## config.mk

```make
export PLATFORM = sky130hd
export DESIGN_NAME = cpc_mem_responder
export DESIGN_NICKNAME = d
export VERILOG_FILES = /design/src/rtl/cpc_mem_pkg.sv /design/src/rtl/cpc_mem_req_latch.sv /design/src/rtl/cpc_mem_responder.sv
export SDC_FILE = /design/constraint.sdc
export NUM_CORES = 1
export LEC_CHECK = 0
export CAP_MARGIN = 0
export CORE_MARGIN = 3
export CORE_UTILIZATION = 53
export CTS_BUF_LIST = sky130_fd_sc_hd__clkbuf_8
export CTS_CLUSTER_DIAMETER = 30
export DETAILED_ROUTE_END_ITERATION = 8
export PLACE_DENSITY = 0.92
export SETUP_SLACK_MARGIN = 0.1
export SLEW_MARGIN = 0
export SYNTH_ARGS = -nofsm -noshare
export SYNTH_HDL_FRONTEND = slang
export SYNTH_SLANG_ARGS = --single-unit
export TNS_END_PERCENT = 5
```

## constraint.sdc

```tcl
create_clock -name clk -period 4.05 [get_ports clk]
set_clock_uncertainty 0.15 [all_clocks]
set_input_delay 0.6075 -clock clk [delete_from_list [all_inputs] [get_ports clk]]
set_output_delay 0.6075 -clock clk [all_outputs]
set_load 0.02 [all_outputs]
```

## src/rtl/cpc_mem_pkg.sv

```systemverilog
// Shared types and helpers for the CPC memory responder: FSM state encoding,
// address widths and byte-lane selection for the 16-bit backing store.
package cpc_mem_pkg;

  localparam int CPC_BYTE_AW = 23;
  localparam int CPC_WORD_AW = 22;
  localparam int VRAM_AW     = 15;

  typedef enum logic [1:0] {
    IDLE = 2'd0,
    VID  = 2'd1,
    CPU  = 2'd2
  } state_t;

  // Odd byte addresses live in the upper half of the 16-bit word.
  function automatic logic [1:0] lane_be(input logic odd);
    return odd ? 2'b10 : 2'b01;
  endfunction

  function automatic logic [7:0] lane_byte(input logic odd, input logic [15:0] word);
    return odd ? word[15:8] : word[7:0];
  endfunction

endpackage

```

## src/rtl/cpc_mem_req_latch.sv

```systemverilog
// Request capture for one memory source: strobe rising-edge and/or address
// change detection, plus the latched pending request handed to the FSM.
module cpc_mem_req_latch #(
  parameter int AW            = 23,
  parameter bit CHANGE_DETECT = 1'b0
) (
  input  logic          clk,
  input  logic          srst,
  input  logic          rd,
  input  logic          wr,
  input  logic [AW-1:0] addr,
  input  logic [7:0]    data,
  input  logic          take,
  output logic          pend,
  output logic          we,
  output logic [AW-1:0] addr_q,
  output logic [7:0]    data_q
);

  logic          rd_prev_reg;
  logic          wr_prev_reg;
  logic [AW-1:0] addr_prev_reg;
  logic          pend_reg;
  logic          we_reg;
  logic [AW-1:0] addr_q_reg;
  logic [7:0]    data_q_reg;

  logic rd_rise;
  logic wr_rise;
  logic addr_chg;
  logic trig;

  assign rd_rise  = rd & ~rd_prev_reg;
  assign wr_rise  = wr & ~wr_prev_reg;
  assign addr_chg = CHANGE_DETECT && (addr != addr_prev_reg);
  assign trig     = rd_rise | wr_rise | addr_chg;

  always_ff @(posedge clk) begin
    // History always follows the inputs, including during reset, so a level
    // held across reset never looks like a fresh edge afterwards.
    rd_prev_reg   <= rd;
    wr_prev_reg   <= wr;
    addr_prev_reg <= addr;
    if (srst) begin
      pend_reg   <= 1'b0;
      we_reg     <= 1'b0;
      addr_q_reg <= '0;
      data_q_reg <= '0;
    end else if (trig) begin
      // A new trigger overrides a same-cycle take: the fresher request wins.
      pend_reg   <= 1'b1;
      we_reg     <= wr_rise;
      addr_q_reg <= addr;
      if (wr_rise) begin
        data_q_reg <= data;
      end
    end else if (take) begin
      pend_reg <= 1'b0;
    end
  end

  assign pend   = pend_reg;
  assign we     = we_reg;
  assign addr_q = addr_q_reg;
  assign data_q = data_q_reg;

endmodule

```

## src/rtl/cpc_mem_responder.sv

```systemverilog
// Arbitrates the CPC CPU byte port and video word port onto one word-addressed
// backing store with a req/ack handshake; video fetches take priority.
module cpc_mem_responder
  import cpc_mem_pkg::*;
#(
  parameter int ADDR_W = CPC_WORD_AW
) (
  input  logic                   clk,
  input  logic                   reset,
  input  logic [CPC_BYTE_AW-1:0] mem_addr,
  input  logic                   mem_rd,
  input  logic                   mem_wr,
  input  logic [7:0]             cpu_dout,
  output logic [7:0]             cpu_din,
  input  logic [VRAM_AW-1:0]     vram_addr,
  output logic [15:0]            vram_din,
  output logic                   ram_req,
  output logic                   ram_we,
  output logic [1:0]             ram_be,
  output logic [ADDR_W-1:0]      ram_addr,
  output logic [15:0]            ram_wdata,
  input  logic                   ram_ack,
  input  logic [15:0]            ram_rdata
);

  state_t state_reg, state_next;

  logic                   cpu_pend, cpu_we;
  logic [CPC_BYTE_AW-1:0] cpu_addr;
  logic [7:0]             cpu_data;
  logic [15:0]            cpu_wdata;
  logic                   vid_pend, vid_we;
  logic [VRAM_AW-1:0]     vid_addr;
  logic [7:0]             vid_data;
  logic                   take_vid, take_cpu;

  logic              ram_req_reg,   ram_req_next;
  logic              ram_we_reg,    ram_we_next;
  logic [1:0]        ram_be_reg,    ram_be_next;
  logic [ADDR_W-1:0] ram_addr_reg,  ram_addr_next;
  logic [15:0]       ram_wdata_reg, ram_wdata_next;
  logic [7:0]        cpu_din_reg;
  logic [15:0]       vram_din_reg;

  assign take_vid = (state_reg == IDLE) && vid_pend;
  assign take_cpu = (state_reg == IDLE) && !vid_pend && cpu_pend;

  cpc_mem_req_latch #(
    .AW            (CPC_BYTE_AW),
    .CHANGE_DETECT (1'b0)
  ) u_cpu_latch (
    .clk    (clk),
    .srst   (reset),
    .rd     (mem_rd),
    .wr     (mem_wr),
    .addr   (mem_addr),
    .data   (cpu_dout),
    .take   (take_cpu),
    .pend   (cpu_pend),
    .we     (cpu_we),
    .addr_q (cpu_addr),
    .data_q (cpu_data)
  );

  // The video source never strobes, so its we/data outputs stay zero.
  cpc_mem_req_latch #(
    .AW            (VRAM_AW),
    .CHANGE_DETECT (1'b1)
  ) u_vid_latch (
    .clk    (clk),
    .srst   (reset),
    .rd     (1'b0),
    .wr     (1'b0),
    .addr   (vram_addr),
    .data   (8'h00),
    .take   (take_vid),
    .pend   (vid_pend),
    .we     (vid_we),
    .addr_q (vid_addr),
    .data_q (vid_data)
  );

  genvar gi;
  generate
    for (gi = 0; gi < 2; gi++) begin : g_wlane
      assign cpu_wdata[gi*8 +: 8] = cpu_data;
    end
  endgenerate

  always_ff @(posedge clk) begin
    if (reset) begin
      state_reg     <= IDLE;
      ram_req_reg   <= 1'b0;
      ram_we_reg    <= 1'b0;
      ram_be_reg    <= 2'b00;
      ram_addr_reg  <= '0;
      ram_wdata_reg <= 16'h0000;
      cpu_din_reg   <= 8'hFF;
      vram_din_reg  <= 16'h0000;
    end else begin
      state_reg     <= state_next;
      ram_req_reg   <= ram_req_next;
      ram_we_reg    <= ram_we_next;
      ram_be_reg    <= ram_be_next;
      ram_addr_reg  <= ram_addr_next;
      ram_wdata_reg <= ram_wdata_next;
      if (state_reg == VID && ram_ack) begin
        vram_din_reg <= ram_rdata;
      end
      // The launched byte lane is remembered in ram_be, immune to request overwrites.
      if (state_reg == CPU && ram_ack && !ram_we_reg) begin
        cpu_din_reg <= lane_byte(ram_be_reg[1], ram_rdata);
      end
    end
  end

  always_comb begin
    state_next = state_reg;
    case (state_reg)
      IDLE: begin
        if (vid_pend) begin
          state_next = VID;
        end else if (cpu_pend) begin
          state_next = CPU;
        end
      end
      VID, CPU: begin
        if (ram_ack) begin
          state_next = IDLE;
        end
      end
      default: state_next = IDLE;
    endcase
  end

  // Request fields are loaded only on launch, so they hold steady while ram_req is high.
  always_comb begin
    ram_req_next   = ram_req_reg;
    ram_we_next    = ram_we_reg;
    ram_be_next    = ram_be_reg;
    ram_addr_next  = ram_addr_reg;
    ram_wdata_next = ram_wdata_reg;
    case (state_reg)
      IDLE: begin
        if (vid_pend) begin
          ram_req_next   = 1'b1;
          ram_we_next    = vid_we;
          ram_be_next    = 2'b11;
          ram_addr_next  = ADDR_W'(vid_addr);
          ram_wdata_next = {vid_data, vid_data};
        end else if (cpu_pend) begin
          ram_req_next   = 1'b1;
          ram_we_next    = cpu_we;
          ram_be_next    = lane_be(cpu_addr[0]);
          ram_addr_next  = ADDR_W'(cpu_addr[CPC_BYTE_AW-1:1]);
          ram_wdata_next = cpu_wdata;
        end
      end
      VID, CPU: begin
        if (ram_ack) begin
          ram_req_next = 1'b0;
        end
      end
      default: ram_req_next = 1'b0;
    endcase
  end

  assign ram_req   = ram_req_reg;
  assign ram_we    = ram_we_reg;
  assign ram_be    = ram_be_reg;
  assign ram_addr  = ram_addr_reg;
  assign ram_wdata = ram_wdata_reg;
  assign cpu_din   = cpu_din_reg;
  assign vram_din  = vram_din_reg;

endmodule

```

==> results.md <==
* Post-cts sizing count at 0
* CP bufs+invs at 1
* Crit. End Element: primary output
* Slew of the pin with the lowest slew margin at 1.24 ns
* Filler Cells Inserted at just under 600
* Starting DRC count in detailed routing at between 100 and 150
* Clock Sink Count at 126
* Slowest cell on crit path: clkdlybuf4s50_1
* Via/cell ratio at 5.28
* Vias in the first global route at between 3000 and 4000
* CP Class: register to primary output
* Max_cap viols at 0
* IR drop worst, VDD at 0.303 mV
* Global-route wire length before repair at ~18 mm
* Longest Clk Path Bufs at 2
* Die width at approximately 100 um
* Worst skew pair latency at 0.42 ns
* Final Hold Viols at 0
* Via count at approximately 3900
* Setup Viol. Count Final at 0
* CP cell instances: clkdlybuf4s50_1
* Max-slew violations at 0
* Max incr delay on CP at a little over 0.7 ns
* Non-filler cells, final at around 750
* Slew headroom at between 10% and 20%
* IO buf count at 132
* Area of the multi-input gates at ~2000 um^2
* # IOs at ~130
* Pwr/cell area at ~440 nW/um^2
* Area delta synth->final at 35.0%
* GR Util All Layers at ~23%
* Fmax achieved at 384 MHz
* Gp weighted congestion at 0.885
* Syn Std Cell Area at 4750 um^2
* Clock-pin slew on the worst setup and hold paths at ~0.07 ns
* Final period util at roughly 64%
* # hold bufs at CTS at 0
* Post-synthesis sequential area ratio at 53.1%
* Htree depth at 4
* GR Util met2 at 39.8%
* CTS buffer count at 17
* Yosys warnings at 0
* Grt peak-use layer: met2
* Post-CTS setup buffer count at 0
* Num rows at 33
* Switching Fraction at between 20% and 30%
* Layout cells sized above 1 at slightly below 6%
* GRT met3 Usage at ~5.3%
* Commonest non-fill, non-tap cell in the layout: clkdlybuf4s50_1
* Antenna-violating nets left at 0
* Routed WL at 11.3 mm
* Die ar. at between 10000 and 15000 um^2
* Worst-path fanout max at 10
* Die H at 101 um
* Register area at around 2500 um^2
* DP HPWL at about 8 mm
* Syn avg cell area at ~9.2 um^2
* Met1 Use GR at between 20% and 30%
* Initial Utilization at 56.2%
* Core area at around 8500 um^2
* CTS tree: yes
* Cells after synthesis at 518
* Number of diodes at 0
* Post-synthesis adder-cell area fraction at less than 1%
* Hold Path Class: register to register
* Pint at roughly 2.1 mW
* GR Overflow Total at 0
* Yosys cell types at 29
* Wire length per cell at 15.2 um
* XOR/XNOR Fraction of Synth Area at 2.76%
* Net switching power at between 0.7 and 0.8 mW
* Worst reg2reg path depth at 6
* Nets at ~700
* Number of synthesized register bits at about 130
* Largest register FFs at 23
* Most frequent cells in the layout: clkdlybuf4s50_1 (131), dfxtp_1 (126), nand2_1 (98), a21oi_1 (52), nor2_1 (46)
* Multiplexer share of the synthesized area at approximately 8%
* Comb power frac at 14.8%
* Drt pass-1 iters at 4
* CP top delay family: buffers and inverters
* Seq pwr share at 47.8%
* RSZ-0062 raised after global routing: no
* Largest net degree at the start of global routing at about 130
* Synth Area in Compound Gates at 12.6%
* Synth Area in Simple Gates at 18.2%
* Min cycle time layout at between 2 and 3 ns
* # DRC at 0
* WP depth at 1
* Worst Path Required at approximately 3.3 ns
* Worst hold path cell count at 2
* Root buffer cell: clkbuf_8
* Syn_nets at ~590
* Nature of the critical path startpoint: register
* Placed Cells at between 700 and 800
* Clock share of power at a little under two fifths
* Setup TNS at 0 ns
* Initial antenna violation count at 0
* Outcome: finished clean
* Leak at roughly 2.4 nW
* Largest family of logic cells by synthesized area: simple AND/OR/NAND/NOR gates
* Worst EP arrival at ~1.9 ns
==> synthesized netlist by cell type <==
| cell | count | share of area, % |
|---|---|---|
| a211o_1 | 8 | 1.5 |
| a211oi_1 | 17 | 2.7 |
| a21oi_1 | 52 | 5.5 |
| a22oi_1 | 16 | 2.5 |
| a2bb2oi_1 | 1 | 0.18 |
| and2_1 | 2 | 0.26 |
| and3b_1 | 1 | 0.18 |
| buf_1 | 4 | 0.32 |
| buf_2 | 3 | 0.32 |
| buf_4 | 8 | 1.3 |
| buf_6 | 1 | 0.24 |
| clkbuf_1 | 28 | 2.2 |
| dfxtp_1 | 126 | 53 |
| ha_1 | 3 | 0.79 |
| inv_1 | 3 | 0.24 |
| mux2i_1 | 38 | 8.0 |
| nand2_1 | 98 | 7.7 |
| nand2b_1 | 33 | 4.3 |
| nand3_1 | 1 | 0.11 |
| nand3b_1 | 1 | 0.16 |
| nand4_1 | 3 | 0.39 |
| nor2_1 | 46 | 3.6 |
| nor2b_1 | 3 | 0.39 |
| nor3_1 | 1 | 0.11 |
| nor4_4 | 1 | 0.45 |
| o21ai_1 | 1 | 0.11 |
| o22ai_1 | 1 | 0.13 |
| or2b_1 | 3 | 0.47 |
| xnor2_1 | 15 | 2.8 |
==> stage by stage <==
stage	instance area (um^2)	hold slack (ns)	utilization (%)	worst slack (ns)	power (mW)
2_1_floorplan	4750	0.281	-	2.00	1.62
3_3_place_gp	6020	0.288	71.2	1.48	1.79
3_5_place_dp	6020	0.296	71.2	1.40	1.81
4_1_cts	6420	0.303	75.8	1.43	2.87
5_1_grt	6420	0.313	75.8	1.38	2.98
6_report	6420	0.304	75.8	1.44	2.85
==> power by group through the flow <==
| stage | Clock [mW] | Sequential [mW] | Combinational, mW |
|---|---|---|---|
| floorplan | 0 | 1.42 | 0.197 |
| detailed placement | 0 | 1.39 | 0.419 |
| CTS | 1.08 | 1.36 | 0.423 |
| finish | 1.07 | 1.36 | 0.421 |
| global placement | 0 | 1.39 | 0.408 |
| global route | 1.15 | 1.37 | 0.457 |
==> layout make-up <==
type                            count  share of cell area (%)
Clock buffer                       17                    3.65
Clock inverter                     15                    2.51
Inverter                            3                   0.175
Multi-Input combinational cell    345                    31.4
Sequential cell                   126                    39.3
Tap cell                          105                    2.05
Timing Repair Buffer              135                    20.9
==> routing by layer <==
metal  routed length, um  vias to the layer above
li1                    -                     1946
met3                 718                       13
met4                 124                        0
met1                4720                     1844
met5                   0                        -
met2                5780                      139
==> logic make-up (layout without fill, tap and decap cells) <==
group	after synthesis	in the layout
AOI/OAI and AO/OA	96	96
xor gates and xnor gates	15	15
adders and majority gates	3	3
buffers and inverters	47	170
DFF	126	126
muxes	38	38
and+or+nand+nor	193	193
==> worst paths after layout <==
check,startpoint,end,slack (ns)
worst max-delay path,ram_be[1]$_SDFFE_PP0P_,ram_be[1],1.44
worst min-delay path,u_cpu_latch.addr_q[5]$_SDFFE_PP0P_,u_cpu_latch.addr_q[5]$_SDFFE_PP0P_,0.30
worst max register to register,state_reg[0]$_SDFFE_PP0P_,ram_be[1]$_SDFFE_PP0P_,1.98
worst min register to register,u_cpu_latch.addr_q[5]$_SDFFE_PP0P_,u_cpu_latch.addr_q[5]$_SDFFE_PP0P_,0.30
Power figures use the tool's default switching activity.
